$ cat src/rtl/hazard_stall_controller.sv
// Pipeline sequencing controller for the five-stage core: load-use, branch-flush and
// memory-wait stall decisions, a memory-wait watchdog, and saturating stall/flush counters.
module hazard_stall_controller #(
    parameter int unsigned TIMEOUT = 255,
    parameter int unsigned CNT_W   = 16
) (
    input  logic             Clock,
    input  logic             Reset,
    input  logic [4:0]       IFID_Rs,
    input  logic [4:0]       IFID_Rt,
    input  logic             IFID_UsesRt,
    input  logic             IDEX_MemRead,
    input  logic [4:0]       IDEX_RegDest,
    input  logic             Branch_Taken,
    input  logic             EXMEM_MemAccess,
    input  logic             Mem_Ready,
    output logic             PC_Write,
    output logic             IFID_Write,
    output logic             IFID_Flush,
    output logic             IDEX_Bubble,
    output logic             Pipe_Hold,
    output logic             MEMWB_Bubble,
    output logic             Mem_Error,
    output logic [CNT_W-1:0] Stall_Cycles,
    output logic [CNT_W-1:0] Flush_Count
);

    typedef enum logic [1:0] {
        ST_RUN      = 2'd0,
        ST_MEM_WAIT = 2'd1,
        ST_ERROR    = 2'd2
    } state_t;

    localparam logic [15:0]      TIMEOUT_C = 16'(TIMEOUT);
    localparam logic [CNT_W-1:0] CNT_MAX_C = {CNT_W{1'b1}};
    localparam logic [CNT_W-1:0] CNT_ONE_C = {{(CNT_W-1){1'b0}}, 1'b1};

    state_t           state_r;
    state_t           state_next_s;
    logic [15:0]      wait_cnt_r;
    logic [15:0]      wait_next_s;
    logic [15:0]      wait_inc_s;
    logic             mem_error_r;
    logic [CNT_W-1:0] stall_cnt_r;
    logic [CNT_W-1:0] flush_cnt_r;

    logic             mem_busy_s;
    logic             load_use_s;
    logic             timeout_s;
    logic             flush_evt_s;
    logic             pc_write_s;
    logic             ifid_write_s;
    logic             ifid_flush_s;
    logic             idex_bubble_s;
    logic             pipe_hold_s;
    logic             memwb_bubble_s;

    function automatic logic [CNT_W-1:0] sat_inc(input logic [CNT_W-1:0] value);
        return (value == CNT_MAX_C) ? value : value + CNT_ONE_C;
    endfunction

    assign mem_busy_s = EXMEM_MemAccess & ~Mem_Ready;
    assign load_use_s = IDEX_MemRead & (IDEX_RegDest != 5'd0) &
                        ((IDEX_RegDest == IFID_Rs) | (IFID_UsesRt & (IDEX_RegDest == IFID_Rt)));
    assign wait_inc_s = (wait_cnt_r == 16'hFFFF) ? wait_cnt_r : wait_cnt_r + 16'd1;

    // Same-cycle hazard decode and next-state selection, highest priority first
    always_comb begin
        pc_write_s     = 1'b1;
        ifid_write_s   = 1'b1;
        ifid_flush_s   = 1'b0;
        idex_bubble_s  = 1'b0;
        pipe_hold_s    = 1'b0;
        memwb_bubble_s = 1'b0;
        state_next_s   = state_r;
        wait_next_s    = wait_cnt_r;
        timeout_s      = 1'b0;
        flush_evt_s    = 1'b0;
        if (Reset) begin
            pc_write_s     = 1'b0;
            ifid_write_s   = 1'b0;
            ifid_flush_s   = 1'b1;
            idex_bubble_s  = 1'b1;
            memwb_bubble_s = 1'b1;
            state_next_s   = ST_RUN;
            wait_next_s    = 16'd0;
        end else begin
            case (state_r)
                ST_RUN, ST_MEM_WAIT: begin
                    if (mem_busy_s) begin
                        pc_write_s     = 1'b0;
                        ifid_write_s   = 1'b0;
                        pipe_hold_s    = 1'b1;
                        memwb_bubble_s = 1'b1;
                        wait_next_s    = wait_inc_s;
                        if (wait_inc_s >= TIMEOUT_C) begin
                            state_next_s = ST_ERROR;
                            timeout_s    = 1'b1;
                        end else begin
                            state_next_s = ST_MEM_WAIT;
                        end
                    end else begin
                        state_next_s = ST_RUN;
                        wait_next_s  = 16'd0;
                        // A taken branch behind a load-use stall is retried next cycle
                        if (load_use_s) begin
                            pc_write_s    = 1'b0;
                            ifid_write_s  = 1'b0;
                            idex_bubble_s = 1'b1;
                        end else if (Branch_Taken) begin
                            ifid_flush_s = 1'b1;
                            flush_evt_s  = 1'b1;
                        end else begin
                            pc_write_s   = 1'b1;
                            ifid_write_s = 1'b1;
                        end
                    end
                end
                ST_ERROR: begin
                    pc_write_s     = 1'b0;
                    ifid_write_s   = 1'b0;
                    pipe_hold_s    = 1'b1;
                    memwb_bubble_s = 1'b1;
                end
                default: begin
                    pc_write_s     = 1'b0;
                    ifid_write_s   = 1'b0;
                    pipe_hold_s    = 1'b1;
                    memwb_bubble_s = 1'b1;
                    state_next_s   = ST_ERROR;
                    timeout_s      = 1'b1;
                end
            endcase
        end
    end

    // State, watchdog and saturating performance counter registers
    always_ff @(posedge Clock) begin
        if (Reset) begin
            state_r     <= ST_RUN;
            wait_cnt_r  <= 16'd0;
            mem_error_r <= 1'b0;
            stall_cnt_r <= {CNT_W{1'b0}};
            flush_cnt_r <= {CNT_W{1'b0}};
        end else begin
            state_r    <= state_next_s;
            wait_cnt_r <= wait_next_s;
            if (timeout_s) begin
                mem_error_r <= 1'b1;
            end
            if (!pc_write_s) begin
                stall_cnt_r <= sat_inc(stall_cnt_r);
            end
            if (flush_evt_s) begin
                flush_cnt_r <= sat_inc(flush_cnt_r);
            end
        end
    end

    assign PC_Write     = pc_write_s;
    assign IFID_Write   = ifid_write_s;
    assign IFID_Flush   = ifid_flush_s;
    assign IDEX_Bubble  = idex_bubble_s;
    assign Pipe_Hold    = pipe_hold_s;
    assign MEMWB_Bubble = memwb_bubble_s;
    assign Mem_Error    = mem_error_r;
    assign Stall_Cycles = stall_cnt_r;
    assign Flush_Count  = flush_cnt_r;

endmodule

$ cat config.mk
export PLATFORM = sky130hd
export DESIGN_NAME = hazard_stall_controller
export DESIGN_NICKNAME = d
export VERILOG_FILES = /design/src/rtl/hazard_stall_controller.sv
export SDC_FILE = /design/constraint.sdc
export NUM_CORES = 1
export LEC_CHECK = 0
export ABC_AREA = 1
export CAP_MARGIN = 20
export CORE_UTILIZATION = 45
export DETAILED_ROUTE_END_ITERATION = 16
export HOLD_SLACK_MARGIN = 0.02
export PLACE_DENSITY_LB_ADDON = 0.3
export SLEW_MARGIN = 5
export SYNTH_ARGS = -nofsm -noshare
export SYNTH_HDL_FRONTEND = slang
export SYNTH_SLANG_ARGS = --single-unit
export TNS_END_PERCENT = 10
$ cat constraint.sdc
create_clock -name Clock -period 2.2 [get_ports Clock]
set_input_delay 0.44 -clock Clock [delete_from_list [all_inputs] [get_ports Clock]]
set_output_delay 0.44 -clock Clock [all_outputs]
set_load 0.02 [all_outputs]
==> results.tsv, run 1 <==
metric	value	unit
dpl-instance-area	4050	um2
internal_power	1.50	mW
areaGrowthSynthToFinish	30.3	%
antenna_found_initial	0	
hold_violations	0	
synth-xor-area-share	7.84	%
dieArea	7540	um2
vias_per_cell	4.96	
cts_buffers	5	
status	completed	
min_path_cells	2	
path_clk_slew	90	ps
grt_first_pass_wirelength	13400	um
synth.area.mux_share	0	%
drc_errors	0	
endpoint_kind	output pin	
insertion_delay	310	ps
numClockSinks	51	
routedWlPerCell	11.6	um
htree_levels	2	
maxSlewViolCount	0	
rrSetupSlack	240	ps
synthDistinctLibCells	34	
worst-endpoint-required	1760	ps
cts_tree	built	
ys_warn_count	0	
die_w	86.9	um
syn-num-nets	528	
hp-class	reg2reg	
comb_power_share	12.4	%
layout-drive-gt1-share	13.2	%
synth_fa_ha_area_share	1.16	%
relSlewSlack	68.8	%
p_leak	1.70	nW
ioPinCount	61	
drt_iter0_drc	167	
finalCriticalPeriod	2190	ps
clockPowerShare	39.5	%
coreArea	6870	um2
seq_area_frac_synth	31.5	%
grt_max_degree	34	
worstRegToRegCells	11	
drv_cap	0	
ctsRootBufferMaster	clkbuf_8	
portBuffers	60	
fin_skew	11.7	ps
power_density	463	nW/um2
cts_buffer_depth	2	
gr-total-overflow	0	
synth_edf_count	0	
synthesis.area	3240	um2
grt_pass1_vias	3082	
synthFlopType	dfxtp_1	
synth-seq-cells	51	
antenna_cells	0	
pwr-share-seq	48.2	%
dp_hpwl	5910	um
path_class	in2out	
design_area	4220	um2
synthSimpleGateAreaFrac	40.0	%
cp_max_fo	2	
firstDrtPassIters	5	
period_share	99.4	%
nets	606	
start_util	47.2	%
power.switching	0.454	mW
cp.arrival	1750	ps
wirelength	7850	um
final.hold.worst_slack	477	ps
place.gp.congestion	0.938	
synth_top_family_by_area	simple AND/OR/NAND/NOR gates	
finalPower	1.95	mW
avgSynthCellArea	6.44	um2
synthArstFlopShare	0	%
startpoint_type	input port	
ant_nets	0	
rsz0062_at_grt	true	
finalSetupViolations	0	
die_h	86.9	um
p_sw_share	23.2	%
track_usage	21.8	%
fmax	0.457	GHz
tightest_slew	464	ps
syn_inst	503	
synth_compound_area_share	9.46	%
ir_worst_vdd	0.267	mV
fillers	616	
num_vias	3361	
row_count	30	
[cell usage after synthesis (4+ instances only)]
library cell | count | area [um2]
o21ai_0 | 13 | 65.1
nor3_1 | 14 | 70.1
clkbuf_1 | 7 | 26.3
nand2_2 | 7 | 43.8
xor2_1 | 20 | 175
nand2_1 | 146 | 548
inv_2 | 4 | 15.0
nand4_1 | 15 | 93.8
dfxtp_1 | 51 | 1020
a21oi_1 | 41 | 205
xnor2_1 | 9 | 78.8
inv_1 | 52 | 195
nand3_1 | 35 | 175
nor2_1 | 55 | 206
[final cells by class]
type | count | area, um2 | area share [%]
well taps | 96 | 120 | 2.85
repair buffers | 86 | 805 | 19.1
clock buffers | 6 | 72.6 | 1.72
multi-input cells | 380 | 1930 | 45.6
inverters | 57 | 216 | 5.13
clock inverters | 2 | 60.1 | 1.42
flip-flops and latches | 51 | 1020 | 24.2
[registers in the layout, indices dropped and copies added (netlist names)]
signal / cells
Stall_Cycles: 16
wait_cnt_r: 16
Flush_Count: 16
state_r: 2
Mem_Error: 1
[per-layer routing]
| metal | global-route usage (%) | up-vias | part of all wire, % |
|---|---|---|---|
| li1 | - | 1759 | - |
| met1 | 26.2 | 1530 | 44 |
| met2 | 38.9 | 58 | 51 |
| met3 | 3.41 | 14 | 3.9 |
| met4 | 8.79 | 0 | 1.9 |
| met5 | 0 | - | 0 |
[power by group through the flow]
stage / combinational (mW) / clock [mW] / sequential, mW
after floorplan: 0.106 / 0 / 0.972
after global placement: 0.232 / 0 / 0.963
after detailed placement: 0.238 / 0 / 0.963
after CTS: 0.240 / 0.796 / 0.942
after global routing: 0.262 / 0.829 / 0.943
final: 0.242 / 0.772 / 0.941
[critical path: stages]
cell and delay [ps]:
clkdlybuf4s50_1 500, xor2_1 170, nor2_1 60, nand3_1 80, nand2_2 90, a21boi_2 160, nand2_1 60, nand2_1 80
buf_6 120
[path summary, 6_finish.rpt]
| path | start | to |
|---|---|---|
| setup / recovery | IFID_Rt[2] | IFID_Flush |
| hold / removal | Mem_Error$_SDFFE_PP0P_ | Mem_Error$_SDFFE_PP0P_ |
| setup reg to reg | Stall_Cycles[0]$_SDFFE_PP0P_ | Stall_Cycles[6]$_SDFFE_PP0P_ |
| hold reg to reg | Mem_Error$_SDFFE_PP0P_ | Mem_Error$_SDFFE_PP0P_ |
[repair_timing]
item,CTS,global route
setup buffers,0,1
resized for setup,44,10
gates cloned,0,0
pin swaps,2,3
endpoints found under the setup margin,6,6
hold buffers,0,0
[through the flow]
step | instances | setup WS (ps) | utilization [%] | setup TNS (ps)
after floorplan | 503 | 276 | - | 0
after global placement | 669 | -508 | 59.0 | -4120
after detailed placement | 669 | -597 | 59.0 | -5860
after CTS | 677 | 0.814 | 61.2 | 0
after global routing | 678 | -53.0 | 61.5 | -89.7
final | 678 | 13.8 | 61.5 | 0
[cell families (layout without fill, tap and decap cells)]
group,after synthesis,in the layout
buf+inv,72,151
flops,51,51
compound gates,59,59
simple gates,289,289
fa+ha+maj,3,3
xor+xnor,29,29
[cells in the final DEF (no fill, tap or decap), drive strengths merged, types with 2 or more instances in the layout]
| master | netlist | layout |
|---|---|---|
| nand2 | 154 | 154 |
| nor2 | 61 | 61 |
| inv | 57 | 57 |
| dfxtp | 51 | 51 |
| clkdlybuf4s50 | 0 | 44 |
| a21oi | 42 | 42 |
| nand3 | 37 | 37 |
| buf | 6 | 31 |
| xor2 | 20 | 20 |
| nor3 | 17 | 17 |
| nand4 | 16 | 16 |
| o21ai | 14 | 14 |
| xnor2 | 9 | 9 |
| clkbuf | 9 | 6 |
| dlymetal6s2s | 0 | 5 |
| dlygate4sd2 | 0 | 5 |
| or2 | 3 | 3 |
| ha | 3 | 3 |
| bufinv | 0 | 2 |
(Power assumes the default switching activity.)
==> run 2, diff against run 1 <==
Settings changed: PLACE_DENSITY set to 0.76, PLACE_DENSITY_LB_ADDON 0.3 to unset.
==> results.tsv, run 2 (synthesis gave the netlist of run 1 again) <==
metric	value	unit	change
met1_usage	27.0	%	+0.82 points
hold_violations	0		unchanged
period_share	98.5	%	-0.84 points
p_leak	1.64	nW	-3.6%
ir_worst_vdd	0.336	mV	+26%
coreArea	6870	um2	unchanged
die_h	86.9	um	unchanged
finalCriticalPeriod	2170	ps	-18.6 ps
grt_max_degree	26		-24%
num_vias	3340		-0.62%
fin_skew	6.81	ps	-4.87 ps
cts_buffers	5		unchanged
antenna_found_initial	0		unchanged
htree_levels	2		unchanged
relSlewSlack	80.2	%	+11 points
internal_power	1.27	mW	-16%
clockPowerShare	31.4	%	-8.1 points
power_density	414	nW/um2	-11%
fin_tns_setup	0	ps	unchanged
antenna_cells	0		unchanged
wirelength	7790	um	-0.75%
tightest_slew	295	ps	-169 ps
cp.arrival	1730	ps	-20 ps
place.gp.congestion	0.932		-0.66%
endpoint_kind	output pin		
grt_first_pass_wirelength	13400	um	+0.25%
startpoint_type	input port		
cp_max_fo	2		unchanged
comb_power_share	13.6	%	+1.2 points
layout-drive-gt1-share	13.0	%	-0.22 points
portBuffers	60		unchanged
gr-total-overflow	0		unchanged
fin_ws	32.3	ps	+18.6 ps
final_cell_mix	143 x nand2_1, 54 x nor2_1, 51 x dfxtp_1, 50 x inv_1, 49 x clkdlybuf4s50_1		
cts_tree	built		
fillers	655		+6.3%
status	completed		
maxSlewViolCount	0		unchanged
areaGrowthSynthToFinish	27.8	%	
drc_errors	0		unchanged
ioPinCount	61		unchanged
ctsRootBufferMaster	clkbuf_8		
insertion_delay	310	ps	about the same
firstDrtPassIters	5		unchanged
path_class	in2out		
dieArea	7540	um2	unchanged
hp-start	Mem_Error$_SDFFE_PP0P_		
grt.busiest_layer	met2		
p_sw_share	26.1	%	+2.8 points
hold_buffers	0		unchanged
numClockSinks	51		unchanged
hp-class	reg2reg		
die_w	86.9	um	unchanged
grt_pass1_vias	3151		+2.2%
grt_use_met2	38.2	%	-0.64 points
fmax	0.461	GHz	+0.86%
rsz0062_at_grt	true		
rrSetupSlack	230	ps	about the same
use_met3	3.70	%	+0.28 points
place_ws	-605	ps	-7.52 ps
start_util	47.2	%	unchanged
finalSetupViolations	0		unchanged
routedWlPerCell	11.5	um	-1.0%
power.switching	0.447	mW	-1.6%
drv_cap	0		unchanged
pwr-share-seq	55.0	%	+6.8 points
nets	608		+0.33%
r2r_start	Stall_Cycles[0]$_SDFFE_PP0P_		
drt_iter0_drc	126		-25%
vias_per_cell	4.91		-0.92%
hold_end	Mem_Error$_SDFFE_PP0P_		
track_usage	21.9	%	+0.095 points
final_common_cell	nand2_1		
row_count	30		unchanged
worstRegToRegCells	11		unchanged
cts_buffer_depth	2		unchanged
worst-endpoint-required	1760	ps	about the same
dp_hpwl	6080	um	+2.9%
ant_nets	0		unchanged
fin_util	60.3	%	-1.2 points
r2r_end	Stall_Cycles[6]$_SDFFE_PP0P_		
min_path_cells	2		unchanged
path_clk_slew	90	ps	about the same
==> run 2: what timing repair did <==
action / in CTS / in global routing
endpoints found under the setup margin: 6 / 6
gates resized for setup: 31 / 12
buffers inserted: 0 / 0
pin swaps: 1 / 2
==> run 2: layer usage <==
layer | vias to the layer above | part of all wire (%) | wire (um)
met5 | - | 0 | 0
met4 | 0 | 1.5 | 114
met3 | 14 | 3.6 | 281
met2 | 52 | 50 | 3870
met1 | 1505 | 45 | 3530
li1 | 1769 | - | -
==> run 2: per-stage QoR <==
stage	cell area [um2]	cells	hold WS, ps	total power [mW]
after floorplan	3240	503	457	1.08
after global placement	4060	672	448	1.19
after detailed placement	4060	672	465	1.20
after CTS	4130	680	480	1.74
after global routing	4140	680	504	1.79
final	4140	680	476	1.71
==> run 2: power by group through the flow <==
stage / combinational (mW) / clock [mW] / sequential [mW]
after floorplan: 0.106 / 0 / 0.972
after global placement: 0.231 / 0 / 0.963
after detailed placement: 0.235 / 0 / 0.964
after CTS: 0.231 / 0.562 / 0.943
after global routing: 0.254 / 0.588 / 0.944
final: 0.233 / 0.538 / 0.942
==> run 2: layout make-up <==
cell class                 instances  area [um2]  share of cell area (%)
clock buffer                       7        76.3                    1.84
clock inverter                     1        5.00                   0.121
inverter                          57         216                    5.23
multi-input combinational        380        1910                    46.1
sequential                        51        1020                    24.7
tap                               96         120                    2.90
timing repair buffer              88         792                    19.1
==> run 2: worst max-delay path by stage <==
stage / start / end / slack [ps] / cells past startpoint
2_1_floorplan: IDEX_RegDest[2] / IFID_Flush / 280 / 8
3_3_place_gp: IDEX_RegDest[2] / IFID_Flush / -530 / 9
5_1_grt: IFID_Rt[3] / IFID_Flush / -60 / 10
4_1_cts: IDEX_RegDest[1] / IFID_Write / -6 / 11
6_report: IFID_Rt[4] / IFID_Flush / 30 / 9
3_5_place_dp: IDEX_RegDest[2] / IFID_Flush / -600 / 9
==> run 2: critical path: stages <==
cell             delay (ps)
clkdlybuf4s50_1         490
xor2_1                  150
nor2_1                   60
nand3_1                  90
nand2_2                  80
a21boi_2                150
nand2_1                  70
nand2_1                  60
buf_4                   130
